`src/rtl/jserial_alu_if.sv`:
```
// Start/busy/done handshake and operand/result bus for the bit-serial ADD/CMP unit.
// The sequencer uses the master side; the serial engine uses the slave side.
interface jserial_alu_if #(
    parameter int unsigned N = 8
) ();
    logic         start;
    logic         mode;
    logic [N-1:0] a;
    logic [N-1:0] b;
    logic         ci;
    logic         busy;
    logic         done;
    logic [N-1:0] c;
    logic         co;
    logic         eqo;
    logic         alo;

    modport master (
        output start, mode, a, b, ci,
        input  busy, done, c, co, eqo, alo
    );

    modport slave (
        input  start, mode, a, b, ci,
        output busy, done, c, co, eqo, alo
    );
endinterface

```
`src/rtl/jserial_alu.sv`:
```
// Bit-serial N-bit ADD/CMP engine: one shared adder/comparator slice, one bit per clock.
// ADD runs LSB-first, CMP runs MSB-first; results hold from done until the next accept.
module jserial_alu #(
    parameter int unsigned N = 8
) (
    input logic           clk,
    input logic           reset_n,
    jserial_alu_if.slave  bus
);
    localparam int unsigned   CW      = (N > 1) ? $clog2(N) : 1;
    localparam logic [CW-1:0] LastIdx = CW'(N - 1);

    typedef enum logic [0:0] {StIdle, StRun} state_e;

    state_e        state_q, state_d;
    logic [CW-1:0] cnt_q;
    logic          mode_q;
    logic [N-1:0]  a_q, b_q, c_q;
    logic          carry_q, eq_q, al_q;
    logic          done_q, co_q, eqo_q, alo_q;

    logic          accept, last;
    logic [CW-1:0] idx;
    logic          abit, bbit, res_bit;
    logic          carry_d, eq_d, al_d;

    assign accept = (state_q == StIdle) && bus.start;
    assign last   = (state_q == StRun) && (cnt_q == LastIdx);

    always_ff @(posedge clk) begin
        if (!reset_n) begin
            state_q <= StIdle;
        end else begin
            state_q <= state_d;
        end
    end

    always_comb begin
        state_d = state_q;
        unique case (state_q)
            StIdle: if (bus.start) state_d = StRun;
            StRun:  if (cnt_q == LastIdx) state_d = StIdle;
        endcase
    end

    always_comb begin
        bus.busy = (state_q == StRun);
        bus.done = done_q;
        bus.c    = c_q;
        bus.co   = co_q;
        bus.eqo  = eqo_q;
        bus.alo  = alo_q;
    end

    // Shared bit slice; CMP walks the operands from the MSB down.
    always_comb begin
        idx     = mode_q ? (LastIdx - cnt_q) : cnt_q;
        abit    = a_q[idx];
        bbit    = b_q[idx];
        res_bit = abit ^ bbit ^ (carry_q & ~mode_q);
        carry_d = (abit & bbit) | (carry_q & (abit ^ bbit));
        al_d    = al_q | (eq_q & abit & ~bbit);
        eq_d    = eq_q & ~(abit ^ bbit);
    end

    always_ff @(posedge clk) begin
        if (!reset_n) begin
            cnt_q   <= '0;
            mode_q  <= 1'b0;
            a_q     <= '0;
            b_q     <= '0;
            c_q     <= '0;
            carry_q <= 1'b0;
            eq_q    <= 1'b0;
            al_q    <= 1'b0;
            done_q  <= 1'b0;
            co_q    <= 1'b0;
            eqo_q   <= 1'b0;
            alo_q   <= 1'b0;
        end else begin
            done_q <= last;
            if (accept) begin
                cnt_q   <= '0;
                mode_q  <= bus.mode;
                a_q     <= bus.a;
                b_q     <= bus.b;
                carry_q <= bus.ci & ~bus.mode;
                eq_q    <= 1'b1;
                al_q    <= 1'b0;
            end else if (state_q == StRun) begin
                c_q[idx] <= res_bit;
                carry_q  <= carry_d;
                eq_q     <= eq_d;
                al_q     <= al_d;
                cnt_q    <= cnt_q + 1'b1;
                if (last) begin
                    co_q  <= ~mode_q & carry_d;
                    eqo_q <= mode_q & eq_d;
                    alo_q <= mode_q & al_d;
                end
            end
        end
    end
endmodule

```
`src/flat_wrapper.sv`:
```
// flat-port wrapper written by rule: the top's interface ports become plain ports
module jserial_alu_flat 
#(
    parameter int unsigned N = 8
)
  (clk, reset_n, bus_start, bus_mode, bus_a, bus_b, bus_ci, bus_busy, bus_done, bus_c, bus_co, bus_eqo, bus_alo);
  jserial_alu_if #(.N(N)) bus_i ();
  input logic clk;
  input logic reset_n;
  input wire logic [$bits(bus_i.start)-1:0] bus_start;
  input wire logic [$bits(bus_i.mode)-1:0] bus_mode;
  input wire logic [$bits(bus_i.a)-1:0] bus_a;
  input wire logic [$bits(bus_i.b)-1:0] bus_b;
  input wire logic [$bits(bus_i.ci)-1:0] bus_ci;
  output wire logic [$bits(bus_i.busy)-1:0] bus_busy;
  output wire logic [$bits(bus_i.done)-1:0] bus_done;
  output wire logic [$bits(bus_i.c)-1:0] bus_c;
  output wire logic [$bits(bus_i.co)-1:0] bus_co;
  output wire logic [$bits(bus_i.eqo)-1:0] bus_eqo;
  output wire logic [$bits(bus_i.alo)-1:0] bus_alo;
  assign bus_i.start = bus_start;
  assign bus_i.mode = bus_mode;
  assign bus_i.a = bus_a;
  assign bus_i.b = bus_b;
  assign bus_i.ci = bus_ci;
  assign bus_busy = bus_i.busy;
  assign bus_done = bus_i.done;
  assign bus_c = bus_i.c;
  assign bus_co = bus_i.co;
  assign bus_eqo = bus_i.eqo;
  assign bus_alo = bus_i.alo;
  jserial_alu #(.N(N)) u_core (.clk(clk), .reset_n(reset_n), .bus(bus_i));
endmodule
```
`config.mk`:
```
export PLATFORM = sky130hd
export DESIGN_NAME = jserial_alu_flat
export DESIGN_NICKNAME = d
export VERILOG_FILES = /design/src/rtl/jserial_alu_if.sv /design/src/rtl/jserial_alu.sv /design/src/flat_wrapper.sv
export SDC_FILE = /design/constraint.sdc
export NUM_CORES = 1
export LEC_CHECK = 0
export BUFFER_PORTS_ARGS = -buffer_cell sky130_fd_sc_hd__buf_2
export CAP_MARGIN = 5
export CORE_ASPECT_RATIO = 2
export CORE_UTILIZATION = 30
export CTS_CLUSTER_DIAMETER = 40
export DETAILED_ROUTE_END_ITERATION = 8
export GPL_TIMING_DRIVEN = 0
export PLACE_DENSITY = 0.57
export SYNTH_ARGS = -nofsm -noshare
export SYNTH_HDL_FRONTEND = slang
export SYNTH_SLANG_ARGS = --single-unit
```
`constraint.sdc`:
```
create_clock -name clk -period 4.75 [get_ports clk]
set_input_delay 0.2375 -clock clk [delete_from_list [all_inputs] [get_ports clk]]
set_output_delay 0.2375 -clock clk [all_outputs]
set_load 0.01 [all_outputs]
```
After elaboration in Yosys (flattened, before gate mapping):

Cells that the tools add are included.
Widths: inputs -> output; s select.

* register bits after elaboration: 36
* bits in latches: 0
* RAM bits: 0
* memory bits (read-only): 0
* input port bits: 21
* output and inout port bits: 13
* logic and storage cells: 61
* memories: 0

* add/sub/neg operators: 2
* multipliers: 0
* divide/modulo/power cells: 0
* order comparisons: 2
* equal/unequal tests: 1
* shifts and indexed selects: 0
* multiplexer cells: 15
* bitwise gates (word level): 21
* reduce and logical (&&, ||, !) cells: 7

Operators with widths (count)
* $and 1x1->1: 10
* $mux 1: 9
* $bwmux 8: 1
* $not 1->1: 7
* $bmux 1 s3: 2
* $lt 3x4->1 const B: 1
* $add 3x1->3 const B: 1
* $demux 1 s3: 1
* $eq 3x3->1 const B: 1
* $ge 3x1->1 const B: 1
* $logic_and 1x1->1: 3
* $mux 3: 1
* $reduce_and 3->1: 1
* $sub 3x3->3 const A: 1
* $or 1x1->1: 2
* $pmux 1 s2: 1
* $reduce_and 2->1: 1
* $reduce_bool 2->1: 1
* $reduce_or 2->1: 1
* $xor 1x1->1: 2

Longest topological paths before layout:

* depth after elaboration: 9
* gate-level depth with buffers: 12
* gate-level depth less buffers: 10

Worst setup path before layout:

Ideal clock, no wire load.

* path kind: register -> register
* start: register u_core.cnt_q[0]
* end: register u_core.c_q[6] (netlist: u_core.bus.c[6])
* library setup time: 76 ps
* arrival time: 2224 ps
* data required time: 4674 ps
* setup slack: 2450 ps
* stages on the path, launching flop included: 11
* path buffers: 1
* period minus slack after synthesis: 2300 ps
* cell sequence: dfxtp_1 > buf_6 > or3b_2 > a21oi_1 > nor4_2 > o2bb2ai_2 > inv_1 > ha_1 > xnor2_2 > nand3_1 > a21boi_0

* cells in the longest elaborated chain, start to end: 7
* elaborated cells between the ends (all ways): 14
* those cells by class: add/sub (1); order compare (2); mux (8); bitwise (2); reduce/logical (1)

Ends and longest elaborated chain
* start, declared: RTL line jserial_alu.sv:16 `logic [CW-1:0] cnt_q;`
* start signal, assigned: RTL line jserial_alu.sv:95 `cnt_q <= cnt_q + 1'b1;`
* $sub 3x3->3: RTL line jserial_alu.sv:57 `idx = mode_q ? (LastIdx - cnt_q) : cnt_q;`
* $mux 3 (*): RTL line jserial_alu.sv:57
* $lt 3x4->1 (implied by the code), or another cell as far along: RTL line jserial_alu.sv:91 `c_q[idx] <= res_bit;`
* $logic_and 1x1->1 (implied by the code), or another cell as far along: RTL line jserial_alu.sv:91
* $mux 1 (implied by the code) or $xor 1x1->1 (tied branches): RTL line jserial_alu.sv:91, jserial_alu.sv:60
* $demux 1 s3 or $xor 1x1->1 (tied branches)
* $bwmux 8 (*): RTL line jserial_alu.sv:91
* end signal, assigned by index: RTL line jserial_alu.sv:91
* end, declared: RTL line jserial_alu.sv:18 `logic [N-1:0] a_q, b_q, c_q;`

Every way passes the cells marked *; elsewhere a longest branch is shown, timed or not. The select of a mux whose other input is x is not followed.
A chain may end at the register's enable or synchronous reset.

Final worst setup path:

Ends and elaborated chain as after synthesis.

==> impl_results.md <==
- Required @ worst endpoint: 4.95 ns
- Number of design-rule violations left by the first detailed-router iteration: 32
- Tightest slew margin relative to the limit: 0.664
- Unrepaired setup endpoints after global routing: false
- Highest clock frequency the design can meet: 373 MHz
- Setup TNS after final layout: 0 ns
- Psw: 0.200 mW
- Share of flip-flops with an asynchronous set or reset after synthesis: 0
- Shortest clock period the worst path allows after layout: 2.68 ns
- Part of the power in the clock network: 0.410
- Global-route wire length before repair: 7510 um
- Number of buffers added by the clock tree synthesis step: 5
- Count of synthesis-stage warnings from yosys: 0
- Post-CTS Resized: 0
- Register share of total power: 0.430
- Number of global-route vias before repair: 1595
- Power share of the combinational group: 0.160
- Reg-to-Reg Start: u_core.cnt_q[0]
- Core region area: 6060 um^2
- Number of port buffers: 31
- Cell depth of the worst flop-to-flop path: 10
- Die height: 115 um
- HPWL after DPL: 3490 um
- Pin slew with the least headroom to its limit: 0.501 ns
- Hold_buf cts: 0
- TritonCTS sink count: 36
- Most frequent standard cell in the layout excluding fill and tap cells: sky130_fd_sc_hd__nand2_1
- Number of H-tree levels: 2
- Root cell of the clock tree: sky130_fd_sc_hd__clkbuf_16
- Number of core rows: 40
- Cells after Synth: 229
- Layout cell share with drive strength beyond 1: 0.221
- Max-cap violation count: 0
- Final period utilization: 0.565
- Layout Nets: 291
- Most common flop cell mapped by yosys: sky130_fd_sc_hd__dfxtp_1
- Critical register-to-register path endpoint: u_core.bus.c[6]
- Die boundary width: 58.5 um
- Total chip power: 0.757 mW
- Lkg Pwr: 0.916 nW
- Clock tree from TritonCTS: done
- Top-area cell type share of the netlist area: 0.376
- Overall global routing resource usage: 0.149
- Synth cell types: 40
- Minimum setup slack after placement: 2.08 ns
- Weighted congestion at the end of routability-driven global placement: 0.758
- Buffers inserted during post-CTS setup optimization: 0
- Initial cell density of the core: 0.316
- Run status: finished clean
- Register-to-register setup slack: 2.07 ns
- Top library cells by usage in the layout, fill and taps aside: sky130_fd_sc_hd__nand2_1, sky130_fd_sc_hd__dfxtp_1, sky130_fd_sc_hd__buf_2
- I/O pin cnt: 34
- Vias: 1680
- Setup CP Type: register to register
- Skew-Pair Late Insertion Delay: 0.28 ns
- Die area: 6720 um^2
- Flip-flop and latch count after synthesis: 36
- Final Cell Area: 2310 um^2
- Post-synth net total: 253
- Ratio of routed vias to standard cells: 4.79
- Hold violation count in the final report: 0
- Area leader, netlist: sky130_fd_sc_hd__dfxtp_1
- Antenna fix cells: 0
- DRC Markers: 0
- Worst EP arrival: 2.89 ns
- Pin count of the biggest net entering global routing: 11
- Clock transition at the registers of the reported paths: 0.06 ns
- Startpoint of the most critical setup path: u_core.cnt_q[0]
- Skew final: 0.00398 ns
- Min setup slack post-route: 2.07 ns
- Power density over cell area: 328 nW/um^2
- Post-Synthesis Mean Instance Area: 8.36 um^2
- Area of the mapped netlist: 1910 um^2
- Wire length after detailed routing: 4590 um
- Start point of the worst hold path: bus_b[1]
- Max Transition Viols Final: 0
- Cell types with the largest area share after synthesis: sky130_fd_sc_hd__dfxtp_1, sky130_fd_sc_hd__nand2_1, sky130_fd_sc_hd__a21boi_0
- Hold WC Path Type: primary input to register
- Min-Delay Endpoint: u_core.b_q[1]
- Total internal power: 0.557 mW
- Instance area after placement: 2170 um^2
- First drt pass iteration count: 4
- Nature of the critical path startpoint: register
- Switch share: 0.265
- Post-synthesis to final-layout area growth: 20.6%
- Number of stages on the worst hold path: 3
- Routed length per instance: 13.1 um
- Number of antenna violations at the first check in global routing: 0
- Worst IR drop on VDD: 0.195 mV
- Post-synth EDFFs: 0
- Maximum root-to-sink buffer count: 2
- Critical Path Sink Type: register
- Antenna-violating nets left: 0
- Post-synthesis sequential area ratio: 0.376
- Highest net fanout along the worst path: 10
- Aggregate global routing overflow: 0
- Setup violations, final: 0
-- power groups by stage --
stage / logic (mW) / registers (mW) / clock network [mW]
4_1_cts: 0.122 / 0.326 / 0.314
6_report: 0.121 / 0.326 / 0.311
2_1_floorplan: 0.0872 / 0.331 / 0
3_3_place_gp: 0.119 / 0.332 / 0
5_1_grt: 0.135 / 0.327 / 0.327
3_5_place_dp: 0.121 / 0.332 / 0
-- cells in the mapped netlist (all sizes together) (2+ instances only) --
master and instances:
a21boi 21, a21oi 16, a22oi 3, and2 3
and2b 2, and3 2, buf 9, clkbuf 7
dfxtp 36, ha 3, inv 5, mux2 4
mux2i 10, nand2 54, nand3 8, nand3b 4
nor2 8, nor2b 5, nor3b 7, nor4 2
o21ai 2, o221ai 2, or3b 3, xor2 2
-- cell families after synthesis --
group	Yosys count	share of synthesized area
xor gates and xnor gates	3	0.0177
AOI/OAI and AO/OA	50	0.182
buffers and inverters	21	0.0634
and+or+nand+nor	102	0.265
muxes	14	0.0758
DFF	36	0.376
adders and majority gates	3	0.0196
-- worst max path at each step --
stage,end
after global routing,u_core.bus.c[6]
after global placement,u_core.bus.c[6]
final,u_core.bus.c[6]
after CTS,u_core.bus.c[0]
after detailed placement,u_core.bus.c[0]
after floorplan,u_core.bus.c[6]
-- cell type report --
cell class | count | area, um^2
flip-flops and latches | 36 | 721
inverters | 5 | 18.8
well taps | 84 | 105
plain buffers | 16 | 103
multi-input cells | 172 | 1070
clock inverters | 1 | 5.00
fillers | 662 | 3750
clock buffers | 6 | 129
repair buffers | 31 | 155
-- per-layer routing --
metal  track usage  up-vias  share of wire
li1              -      862              -
met5             0        -              0
met3        0.0236        7          0.029
met2         0.283       28           0.57
met1         0.145      783           0.38
met4        0.0841        0          0.025
-- sequential cells by signal (all words and copies together), names as in the netlist, 3 cells and up --
signal,count
u_core.a_q,8
u_core.cnt_q,3
u_core.bus.c,8
u_core.b_q,8
-- critical path, cell delays in order, from the launching register on --
cell                        delay, ns
sky130_fd_sc_hd__dfxtp_1         0.36
sky130_fd_sc_hd__buf_6           0.17
sky130_fd_sc_hd__or3b_2          0.45
sky130_fd_sc_hd__a21oi_1         0.16
sky130_fd_sc_hd__nor4_2          0.07
sky130_fd_sc_hd__o2bb2ai_2       0.24
sky130_fd_sc_hd__inv_1           0.08
sky130_fd_sc_hd__ha_1            0.38
sky130_fd_sc_hd__xnor2_2         0.40
sky130_fd_sc_hd__nand3_1         0.13
sky130_fd_sc_hd__a21boi_0        0.16
-- per-stage QoR --
| step | util | std cells | hold slack [ns] |
|---|---|---|---|
| floorplan | - | 229 | 0.382 |
| global placement | 0.359 | 344 | 0.443 |
| detailed placement | 0.359 | 344 | 0.454 |
| CTS | 0.381 | 351 | 0.208 |
| global route | 0.381 | 351 | 0.220 |
| finish | 0.381 | 351 | 0.206 |
Power figures use the tool's default switching activity.
